### src/rtl/uart_pkg.sv
// Shared UART-Tx types and constants: serializer FSM states, default frame width
// and the idle level of the serial line.
package uart_pkg;

  localparam int   UART_FRAME_W  = 11;
  localparam logic TX_IDLE_LEVEL = 1'b1;

  typedef enum logic [1:0] {
    IDLE,
    ARM,
    SHIFT
  } tx_ser_state_t;

endpackage

### src/rtl/uart_tx_serializer_if.sv
// Frame hand-off between the UART-Tx frame generator (master) and the
// serializer (slave).
interface uart_tx_serializer_if #(
  parameter int FRAME_W = uart_pkg::UART_FRAME_W
);
  // A frame moves on every rising edge where FrameValid and FrameReady are both 1.
  // The master holds FrameIn steady while FrameValid is high and may drop
  // FrameValid before the transfer without side effects.
  logic [FRAME_W-1:0] FrameIn;
  logic               FrameValid;
  logic               FrameReady;

  modport master (
    output FrameIn,
    output FrameValid,
    input  FrameReady
  );

  modport slave (
    input  FrameIn,
    input  FrameValid,
    output FrameReady
  );
endinterface

### src/rtl/uart_tx_holdreg.sv
// One-entry holding register in front of the serializer. A frame offered while
// the consumer takes the incoming word directly (Bypass) is not stored.
module uart_tx_holdreg #(
  parameter int W = 11
) (
  input  logic         Clock,
  input  logic         Reset,
  input  logic [W-1:0] InData,
  input  logic         InValid,
  output logic         InReady,
  input  logic         Bypass,
  input  logic         Pop,
  output logic         Full,
  output logic [W-1:0] HeldData
);

  logic         full;
  logic [W-1:0] heldData;

  assign InReady  = !full;
  assign Full     = full;
  assign HeldData = heldData;

  // Push needs an empty entry and Pop needs a full one, so they never coincide.
  always_ff @(posedge Clock) begin
    if (Reset) begin
      full <= 1'b0;
    end else if (InValid && !full && !Bypass) begin
      full     <= 1'b1;
      heldData <= InData;
    end else if (Pop) begin
      full <= 1'b0;
    end
  end

endmodule

### src/rtl/uart_tx_serializer.sv
// UART-Tx parallel-in/serial-out stage: shifts a pre-built frame LSB-first, one bit
// per BaudTick. Optional macro UART_TX_SKID_EN adds a one-entry holding register.
module uart_tx_serializer
  import uart_pkg::*;
#(
  parameter int FRAME_W = UART_FRAME_W
) (
  input  logic                 Clock,
  input  logic                 Reset,
  input  logic                 BaudTick,
  uart_tx_serializer_if.slave  bus,
  output logic                 TxOut,
  output logic                 Busy,
  output logic                 FrameDone,
  output tx_ser_state_t        DbgState
);

  localparam int              CNT_W    = (FRAME_W > 1) ? $clog2(FRAME_W) : 1;
  localparam logic [CNT_W-1:0] LAST_BIT = CNT_W'(FRAME_W - 1);

  tx_ser_state_t      state;
  logic [CNT_W-1:0]   bitCnt;
  logic [FRAME_W-1:0] shiftReg;

  logic               endTick;
  logic               startFrame;
  logic               reloadAvail;
  logic [FRAME_W-1:0] startData;
  logic [FRAME_W-1:0] reloadData;

  assign endTick  = (state == SHIFT) && BaudTick && (bitCnt == LAST_BIT);
  assign DbgState = state;

`ifdef UART_TX_SKID_EN
  logic               holdFull;
  logic               holdReady;
  logic               holdPop;
  logic               holdBypass;
  logic [FRAME_W-1:0] holdData;

  // In IDLE an empty holding register is bypassed so a frame arms immediately.
  assign holdBypass = (state == IDLE) && !holdFull;
  assign holdPop    = holdFull && ((state == IDLE) || endTick);

  uart_tx_holdreg #(.W(FRAME_W)) u_holdreg (
    .Clock    (Clock),
    .Reset    (Reset),
    .InData   (bus.FrameIn),
    .InValid  (bus.FrameValid),
    .InReady  (holdReady),
    .Bypass   (holdBypass),
    .Pop      (holdPop),
    .Full     (holdFull),
    .HeldData (holdData)
  );

  assign bus.FrameReady = holdReady;
  assign startFrame     = (state == IDLE) && (holdFull || bus.FrameValid);
  assign startData      = holdFull ? holdData : bus.FrameIn;
  assign reloadAvail    = holdFull;
  assign reloadData     = holdData;
`else
  assign bus.FrameReady = (state == IDLE);
  assign startFrame     = (state == IDLE) && bus.FrameValid;
  assign startData      = bus.FrameIn;
  assign reloadAvail    = 1'b0;
  assign reloadData     = bus.FrameIn;
`endif

  // The line bit is driven from shiftReg[0] and the register refills with idle 1s.
  always_ff @(posedge Clock) begin
    if (Reset) begin
      state     <= IDLE;
      bitCnt    <= '0;
      shiftReg  <= '1;
      TxOut     <= TX_IDLE_LEVEL;
      Busy      <= 1'b0;
      FrameDone <= 1'b0;
    end else begin
      FrameDone <= 1'b0;
      unique case (state)
        IDLE: begin
          if (startFrame) begin
            shiftReg <= startData;
            Busy     <= 1'b1;
            state    <= ARM;
          end
        end
        ARM: begin
          if (BaudTick) begin
            TxOut    <= shiftReg[0];
            shiftReg <= {TX_IDLE_LEVEL, shiftReg[FRAME_W-1:1]};
            bitCnt   <= '0;
            state    <= SHIFT;
          end
        end
        SHIFT: begin
          if (BaudTick) begin
            if (bitCnt == LAST_BIT) begin
              FrameDone <= 1'b1;
              if (reloadAvail) begin
                TxOut    <= reloadData[0];
                shiftReg <= {TX_IDLE_LEVEL, reloadData[FRAME_W-1:1]};
                bitCnt   <= '0;
              end else begin
                TxOut <= TX_IDLE_LEVEL;
                Busy  <= 1'b0;
                state <= IDLE;
              end
            end else begin
              TxOut    <= shiftReg[0];
              shiftReg <= {TX_IDLE_LEVEL, shiftReg[FRAME_W-1:1]};
              bitCnt   <= bitCnt + 1'b1;
            end
          end
        end
        default: state <= IDLE;
      endcase
    end
  end

endmodule
### src/flat_wrapper.sv
// flat-port wrapper written by rule: the top's interface ports become plain ports
module uart_tx_serializer_flat import uart_pkg::*;
#(
  parameter int FRAME_W = UART_FRAME_W
)
  (Clock, Reset, BaudTick, TxOut, Busy, FrameDone, DbgState, bus_FrameIn, bus_FrameValid, bus_FrameReady);
  uart_tx_serializer_if #(.FRAME_W(FRAME_W)) bus_i ();
  input  logic Clock;
  input  logic Reset;
  input  logic BaudTick;
  output logic TxOut;
  output logic Busy;
  output logic FrameDone;
  output tx_ser_state_t DbgState;
  input wire logic [$bits(bus_i.FrameIn)-1:0] bus_FrameIn;
  input wire logic [$bits(bus_i.FrameValid)-1:0] bus_FrameValid;
  output wire logic [$bits(bus_i.FrameReady)-1:0] bus_FrameReady;
  assign bus_i.FrameIn = bus_FrameIn;
  assign bus_i.FrameValid = bus_FrameValid;
  assign bus_FrameReady = bus_i.FrameReady;
  uart_tx_serializer #(.FRAME_W(FRAME_W)) u_core (.Clock(Clock), .Reset(Reset), .BaudTick(BaudTick), .bus(bus_i), .TxOut(TxOut), .Busy(Busy), .FrameDone(FrameDone), .DbgState(DbgState));
endmodule
### config.mk
export PLATFORM = sky130hd
export DESIGN_NAME = uart_tx_serializer_flat
export DESIGN_NICKNAME = d
export VERILOG_FILES = /design/src/rtl/uart_pkg.sv /design/src/rtl/uart_tx_serializer_if.sv /design/src/rtl/uart_tx_holdreg.sv /design/src/rtl/uart_tx_serializer.sv /design/src/flat_wrapper.sv
export SDC_FILE = /design/constraint.sdc
export NUM_CORES = 1
export LEC_CHECK = 0
export BUFFER_PORTS_ARGS = -buffer_cell sky130_fd_sc_hd__buf_2
export CAP_MARGIN = 10
export CORE_MARGIN = 10
export CORE_UTILIZATION = 50
export DETAILED_ROUTE_END_ITERATION = 16
export PLACE_DENSITY = 0.79
export SYNTH_ARGS = -nofsm -noshare
export SYNTH_HDL_FRONTEND = slang
export SYNTH_SLANG_ARGS = --single-unit
### constraint.sdc
create_clock -name Clock -period 5.3 [get_ports Clock]
set_input_delay 0.53 -clock Clock [delete_from_list [all_inputs] [get_ports Clock]]
set_output_delay 0.53 -clock Clock [all_outputs]
set_load 0.005 [all_outputs]
==> results.ini, run 1 <==
[worst_setup_path]
worst_setup_path_start_kind = flop
criticalPathCategory = reg -> reg
cp_max_fo = 11
crit_required_ns = 5.49
arrival_ns = 2.22
cp-end-kind = flop

[global_route]
grt_max_degree = 33
overflow = 0
grt_pass1_wl_um = 3730
grt_pass1_vias = 859
grt_antenna_before_repair = 0
grt_util_all_layers_pct = 10.2

[layout]
nFillCells = 191
seq_area_um2 = 400
fin_nets = 160
multiInputGateArea_um2 = 631
stdcell_area_um2 = 1220
post-route-util_pct = 60.5
diodes = 0
drive_gt1_share_pct = 19.9
layout_common_cells = 20 x buf_2, 20 x dfxtp_1, 13 x mux2i_1
syn2layout_area_growth_pct = 11.8

[synth]
synth_ff_type = dfxtp_1
synth_top_family_by_area = simple AND/OR/NAND/NOR gates
yosysTopAreaCell = dfxtp_1
synth_seq_area_share_pct = 36.6
yosysUniqueCellTypes = 26
syn_area_per_cell_um2 = 9.20
yosys.area_share.adder_pct = 9.14
syn_area_um2 = 1090
synth_simple_gate_area_share_pct = 20.6
synthXorXnorAreaFrac_pct = 0
ys_seq_elements = 20
synthCells = 119
synthMuxAreaShare_pct = 11.9
synth_compound_area_share_pct = 16.0
async_reset_ff_share_pct = 0
synth_nets = 142
yosys-top-cells-area = dfxtp_1 37%, mux2i_1 12%, ha_1 9.1%
yosysWarnings = 0
synth_edf_count = 0
synth_top_cell_area_share_pct = 36.6

[power]
ir_worst_vdd_mv = 0.242
leakagePower_nw = 0.510
power_mw = 0.570
p_per_area_nw_per_um2 = 466

[outcome]
outcome = finished clean

[placement]
dpl_cell_area_um2 = 1190
gp_congestion = 0.830
portBuffers = 20
dp_hpwl_um = 1620

[clocking]
clk-insertion-delay-late_ns = 0.30
cts.sinks = 20
cts-root-buf = clkbuf_4
cts_resized = 0
hold_buffers = 0
numCtsBuffers = 3
cts_tree = yes
h-tree-depth = 1
cts_setup_buffers = 0
clk_pin_slew_worst_paths_ns = 0.12
cts_max_path_buffers = 2

[detailed_routing]
drtIter0Drc = 27
routedWlPerCell_um = 12.9
drt_first_pass_iters = 4
ant_nets = 0
num_vias = 856
routed_wl_um = 2110
viasPerCell = 5.25
drc_errors = 0

[timing]
grt_setup_unrepaired = no
tns_ns = 0
fin_crit_sh_pct = 38.4
finalCriticalPeriod_ns = 2.04
max_freq_mhz = 491
hold_violations = 0
slew_headroom_pct = 60.2
tightest_slew_ns = 0.597
slew_viol_final = 0
clock_skew_ns = 0.00545
setup_viol = 0

[die]
start_util_pct = 54.1
io_pins = 21
core-area_um2 = 2020
die_area_um2 = 4460
die_x_um = 66.8
die_height_um = 66.8
placementRows = 16

[worst_hold_path]
min_path_type = in -> reg

[flow_run]
max_cap_viol_count = 0

per-stage QoR:
| step | instances | hold slack (ns) | setup slack [ns] |
|---|---|---|---|
| 2_1_floorplan | 119 | 0.457 | 3.34 |
| 3_3_place_gp | 159 | 0.479 | 3.37 |
| 3_5_place_dp | 159 | 0.489 | 3.27 |
| 4_1_cts | 163 | 0.480 | 3.26 |
| 5_1_grt | 163 | 0.500 | 3.13 |
| 6_report | 163 | 0.488 | 3.26 |
cells in the mapped netlist (2+ instances only):
master     n
dfxtp_1   20
nor2b_1   12
o21ai_0    4
a211oi_1  10
nor3_1     3
nor2_1    11
a21oi_1    5
clkbuf_1   5
ha_1       8
buf_6      2
nand2b_1   4
inv_1      6
or4_1      4
mux2i_1   13
power by group:
part           leakage [nW]  total, mW  internal (mW)  switching (mW)
logic                 0.325      0.251          0.116           0.135
clock network        0.0210     0.0887         0.0419          0.0468
registers             0.165      0.230          0.199          0.0317
total                 0.510      0.570          0.356           0.214
sequential cells by signal, summed over array words and instances (netlist names):
name / count
u_core.FrameDone: 1
u_core.DbgState: 2
u_core.shiftReg: 11
u_core.bitCnt: 4
u_core.Busy: 1
u_core.TxOut: 1
final cells by class:
cell class / count / share of cell area (%)
Inverter: 6 / 1.84
Clock buffer: 4 / 2.97
Multi-Input combinational cell: 86 / 51.5
Timing Repair Buffer: 20 / 8.18
Sequential cell: 20 / 32.7
Tap cell: 27 / 2.76
path summary, 6_finish.rpt:
check	startpoint	end	slack, ns	cells past startpoint
max reg2reg	u_core.DbgState[0]	u_core.shiftReg[7]	3.26	5
min reg2reg	u_core.Busy	u_core.Busy	0.51	2
max	u_core.DbgState[0]	u_core.shiftReg[7]	3.26	5
min	bus_FrameIn[10]	u_core.shiftReg[10]	0.49	3
kinds of logic after synthesis:
kind of cell    after synthesis
compound gates               26
fa+ha+maj                     8
buf+inv                      13
flops                        20
mux                          13
simple gates                 39
per-layer routing:
layer  GRT usage [%]  wire, um
met1            12.3       953
met4            3.93         9
met3            2.84        79
met2            16.7      1060
met5               0         0
critical path, stage by stage, from the launching register on:
cell and delay [ns]:
dfxtp_1 0.44, inv_1 0.11, ha_1 0.27, and4b_1 0.30, or4_4 0.63, mux2i_1 0.16
Note: power is estimated with default switching activity, not from simulation.
==> run 2: changes to the inputs <==
- ABC_AREA: default -> 1
- clock period: 5.3 -> 2.05 ns (I/O delays scaled with it)
==> results.ini, run 2 <==
[outcome]
outcome = finished clean

[global_route]
use_met1_pct = 13.1
busiest_layer = met2
grt_max_degree = 19
grt_pass1_vias = 955
grt_util_all_layers_pct = 10.5
grtUsageMet2_pct = 16.8
grt_antenna_before_repair = 0
overflow = 0
grt_pass1_wl_um = 4010
met3_usage_pct = 3.70

[power]
p_seq_share_pct = 31.2
combPwrFrac_pct = 59.7
ir_worst_vdd_mv = 1.08
p_per_area_nw_per_um2 = 1500
p_sw_mw = 0.927
leakagePower_nw = 0.681
swShare_pct = 47.3
clkPwrFrac_pct = 9.1
p_int_mw = 1.03

[clocking]
h-tree-depth = 1
cts_setup_buffers = 0
cts.sinks = 20
hold_buffers = 0
clk-insertion-delay-late_ns = 0.29
cts-root-buf = clkbuf_4
cts_resized = 0
cts_max_path_buffers = 2
numCtsBuffers = 3
clk_pin_slew_worst_paths_ns = 0.11
cts_tree = yes

[synth]
async_reset_ff_share_pct = 0
synth_top_family_by_area = simple AND/OR/NAND/NOR gates
yosysWarnings = 0
synth_ff_type = dfxtp_1
synth_common_cells = 54 x nand2_1, 26 x nand3_1, 20 x dfxtp_1
synth_seq_area_share_pct = 33.5
synthXorXnorAreaFrac_pct = 0
synth_most_common_cell = nand2_1
syn_area_um2 = 1190
yosys.area_share.adder_pct = 8.39
synthMuxAreaShare_pct = 0
syn_area_per_cell_um2 = 7.02
synth_nets = 193
synth_top_cell_area_share_pct = 33.5
yosys-top-cells-area = dfxtp_1 34%, nand2_1 17%, nand3_1 11%
synthCells = 170
yosysTopAreaCell = dfxtp_1
synth_edf_count = 0
synth_compound_area_share_pct = 3.88
synth_simple_gate_area_share_pct = 43.9
yosysUniqueCellTypes = 25
ys_seq_elements = 20

[timing]
finalCriticalPeriod_ns = 1.73
tns_ns = 0
fin_crit_sh_pct = 84.2
hold_violations = 0
clock_skew_ns = 0.00585
slew_viol_final = 0
setup_viol = 0
tightest_slew_ns = 0.474
grt_setup_unrepaired = no
slew_headroom_pct = 68.2
max_freq_mhz = 580

[layout]
fin_nets = 212
largest_register = u_core.shiftReg
drive_gt1_share_pct = 21.9
largest_register_ffs = 11
nFillCells = 224
diodes = 0
stdcell_area_um2 = 1300
final_common_cell = nand2_1
syn2layout_area_growth_pct = 9.22
layout_common_cells = 54 x nand2_1, 26 x nand3_1, 20 x buf_2, 20 x dfxtp_1, 13 x inv_1
multiInputGateArea_um2 = 671
seq_area_um2 = 400

[detailed_routing]
ant_nets = 0
routedWlPerCell_um = 10.7
drc_errors = 0
drt_first_pass_iters = 4
routed_wl_um = 2300
num_vias = 1042
drtIter0Drc = 40
viasPerCell = 4.85

[flow_run]
max_cap_viol_count = 0

[die]
die_x_um = 68.9
io_pins = 21
core-area_um2 = 2230
die_area_um2 = 4740
placementRows = 17
die_height_um = 68.9
start_util_pct = 53.4

[worst_setup_path]
max_stage_delay_ns = 0.44
crit_top_cell = nand2_4
worst_setup_path_start_kind = flop
cp-end-kind = flop
arrival_ns = 1.89
worst-path-buf-inv = 1
criticalPathCategory = reg -> reg
path_delay_family = simple AND/OR/NAND/NOR gates
crit_required_ns = 2.21
crit_slowest_cell = dfxtp_1
cp_max_fo = 12
path_cells = inv_1 -> ha_1 -> nand2_4 -> nand2_4 -> nor2_8 -> nand2_2 -> nand2_1 -> nand3_1

[placement]
portBuffers = 20
dp_hpwl_um = 1800
gp_congestion = 0.778
dpl_cell_area_um2 = 1280

[worst_hold_path]
min_path_type = in -> reg

[run 2: cell type report]
type | count | area share, %
Multi-Input combinational cell | 124 | 51.4
Sequential cell | 20 | 30.7
Timing Repair Buffer | 20 | 7.68
Inverter | 20 | 5.76
Clock buffer | 3 | 1.73
Tap cell | 28 | 2.69
[run 2: cells by family (layout without fill, tap and decap cells)]
| logic type | after synthesis | count (layout) |
|---|---|---|
| flip-flops | 20 | 20 |
| AO/OA/AOI/OAI | 9 | 9 |
| adder cells (fa/ha/maj) | 8 | 8 |
| buffers and inverters | 26 | 43 |
| AND/OR/NAND/NOR | 107 | 107 |
[run 2: final timing paths]
check,from,end,slack (ns),depth (start not counted)
max,u_core.DbgState[0],u_core.shiftReg[10],0.32,8
min,Reset,u_core.FrameDone,0.1,2
max reg2reg,u_core.DbgState[0],u_core.shiftReg[10],0.32,8
min reg2reg,u_core.shiftReg[1],u_core.shiftReg[1],0.47,2
[run 2: per-layer routing]
metal | wire (um) | share of wire, %
met5 | 0 | 0
met4 | 13 | 0.56
met3 | 137 | 5.9
met2 | 1060 | 46
met1 | 1090 | 47
[run 2: metrics by stage]
stage	utilization, %	setup slack, ns	hold slack [ns]	std cells	total power [mW]
after floorplan	-	0.567	0.276	170	1.64
after global placement	57.4	0.416	0.413	212	1.76
after detailed placement	57.4	0.343	0.406	212	1.80
after CTS	58.4	0.320	0.0825	215	1.98
after global routing	58.4	0.149	0.0774	215	2.20
final	58.4	0.325	0.0952	215	1.96
[run 2: power groups by stage]
stage	Clock [mW]	Sequential, mW	Combinational, mW
finish	0.179	0.612	1.17
global route	0.209	0.633	1.36
CTS	0.190	0.612	1.18
detailed placement	0	0.620	1.18
global placement	0	0.612	1.15
floorplan	0	0.603	1.03
==> run 3: changes to the inputs <==
- CORE_UTILIZATION: 50 -> 49
- PLACE_DENSITY: 0.79 -> 0.8
- clock period: 2.05 -> 1.4 ns (I/O delays scaled with it)
==> results.ini, run 3 (synthesized netlist as in run 2, its figures left out) <==
[timing]
hold_violations = 0
clock_skew_ns = 0.00250
finalCriticalPeriod_ns = 1.38
setup_viol = 0
slew_viol_final = 0
slew_headroom_pct = 88.2
max_freq_mhz = 726
tns_ns = 0
grt_setup_unrepaired = yes
tightest_slew_ns = 0.176
fin_crit_sh_pct = 98.4

[clocking]
cts_tree = yes
clk_pin_slew_worst_paths_ns = 0.12
clk-insertion-delay-late_ns = 0.31
cts.sinks = 20
cts_setup_buffers = 0
cts-root-buf = clkbuf_4
hold_buffers = 0
numCtsBuffers = 3
h-tree-depth = 1
cts_max_path_buffers = 2

[power]
p_per_area_nw_per_um2 = 2330
leakagePower_nw = 0.755
ir_worst_vdd_mv = 1.59

[worst_setup_path]
cp-end-kind = flop
path_cells = inv_1 -> ha_2 -> nand2_2 -> nand2_4 -> nor2_8 -> buf_4 -> nand3_1 -> nand3_1
crit_top_cell = nand3_1
criticalPathCategory = reg -> reg
max_stage_delay_ns = 0.39
arrival_ns = 1.58
crit_slowest_cell = dfxtp_4
path_delay_family = flip-flops
cp_max_fo = 6
worst-path-buf-inv = 2
worst_setup_path_start_kind = flop
crit_required_ns = 1.60

[detailed_routing]
routed_wl_um = 2750
drc_errors = 0
drtIter0Drc = 53
num_vias = 1151
routedWlPerCell_um = 12.0
viasPerCell = 5.03
ant_nets = 0
drt_first_pass_iters = 5

[flow_run]
max_cap_viol_count = 0

[layout]
fin_nets = 225
nFillCells = 193
stdcell_area_um2 = 1470
largest_register_ffs = 11
drive_gt1_share_pct = 31.8
layout_common_cells = 53 x nand2_1, 26 x nand3_1, 20 x buf_2
syn2layout_area_growth_pct = 23.4
largest_register = u_core.shiftReg
diodes = 0
final_common_cell = nand2_1

[worst_hold_path]
min_path_type = in -> reg

[die]
io_pins = 21
die_area_um2 = 4810
die_height_um = 69.4
start_util_pct = 52.4
placementRows = 17
core-area_um2 = 2280
die_x_um = 69.4

[global_route]
grt_pass1_vias = 1108
grt_pass1_wl_um = 4590
grt_util_all_layers_pct = 11.0
overflow = 0
grt_max_degree = 14
grt_antenna_before_repair = 0

[placement]
portBuffers = 20
gp_congestion = 0.748
dpl_cell_area_um2 = 1380
dp_hpwl_um = 2100

[outcome]
outcome = finished clean

==> run 3: worst reg2reg max path: cells and delay by family, from the launching register on <==
family        cells  cell delay (ns)
flops             1             0.39
simple gates      5             0.36
buf+inv           2             0.29
fa+ha+maj         1             0.24
==> run 3: final timing paths <==
check | slack, ns | startpoint | endpoint | cells past startpoint
max | 0.02 | u_core.DbgState[1] | u_core.shiftReg[8] | 8
min | 0.01 | Reset | u_core.FrameDone | 2
max reg2reg | 0.02 | u_core.DbgState[1] | u_core.shiftReg[8] | 8
min reg2reg | 0.47 | u_core.shiftReg[1] | u_core.shiftReg[1] | 2
==> run 3: layout make-up <==
type / count / area, um^2 / area share, %
multi-input combinational: 124 / 708 / 48.1
sequential: 20 / 409 / 27.8
timing repair buffer: 33 / 198 / 13.4
inverter: 20 / 75.1 / 5.10
clock buffer: 4 / 47.5 / 3.23
tap: 28 / 35.0 / 2.38
==> run 3: report_power, final <==
part	total [mW]	switching, mW	internal [mW]
combinational	2.10	1.19	0.919
clock	0.411	0.193	0.218
sequential	0.916	0.133	0.783
==> run 3: through the flow <==
step | instances | util [%] | total power [mW] | hold slack [ns] | worst slack (ns)
6_report | 229 | 64.7 | 3.43 | 0.0133 | 0.0218
5_1_grt | 229 | 64.7 | 3.79 | 0.00582 | -0.0489
4_1_cts | 229 | 63.8 | 3.37 | 0.0159 | 0.00317
3_5_place_dp | 225 | 60.7 | 2.89 | 0.351 | -0.0821
3_3_place_gp | 225 | 60.7 | 2.79 | 0.347 | -0.0216
2_1_floorplan | 170 | - | 2.41 | 0.211 | 0.00319
==> run 3: per-layer routing <==
metal / vias to the layer above / share of wire, % / GRT usage, %
li1: 597 / - / -
met1: 520 / 43 / 11.6
met2: 30 / 52 / 20.6
met3: 4 / 4.4 / 2.14
met4: 0 / 0.91 / 4.21
met5: - / 0 / 0
==> run 3: repair_timing <==
item / CTS / global route
hold endpoints to repair: 0 / 0
pin swaps: 0 / 1
resized for setup: 5 / 7
endpoints found under the setup margin: 19 / 18
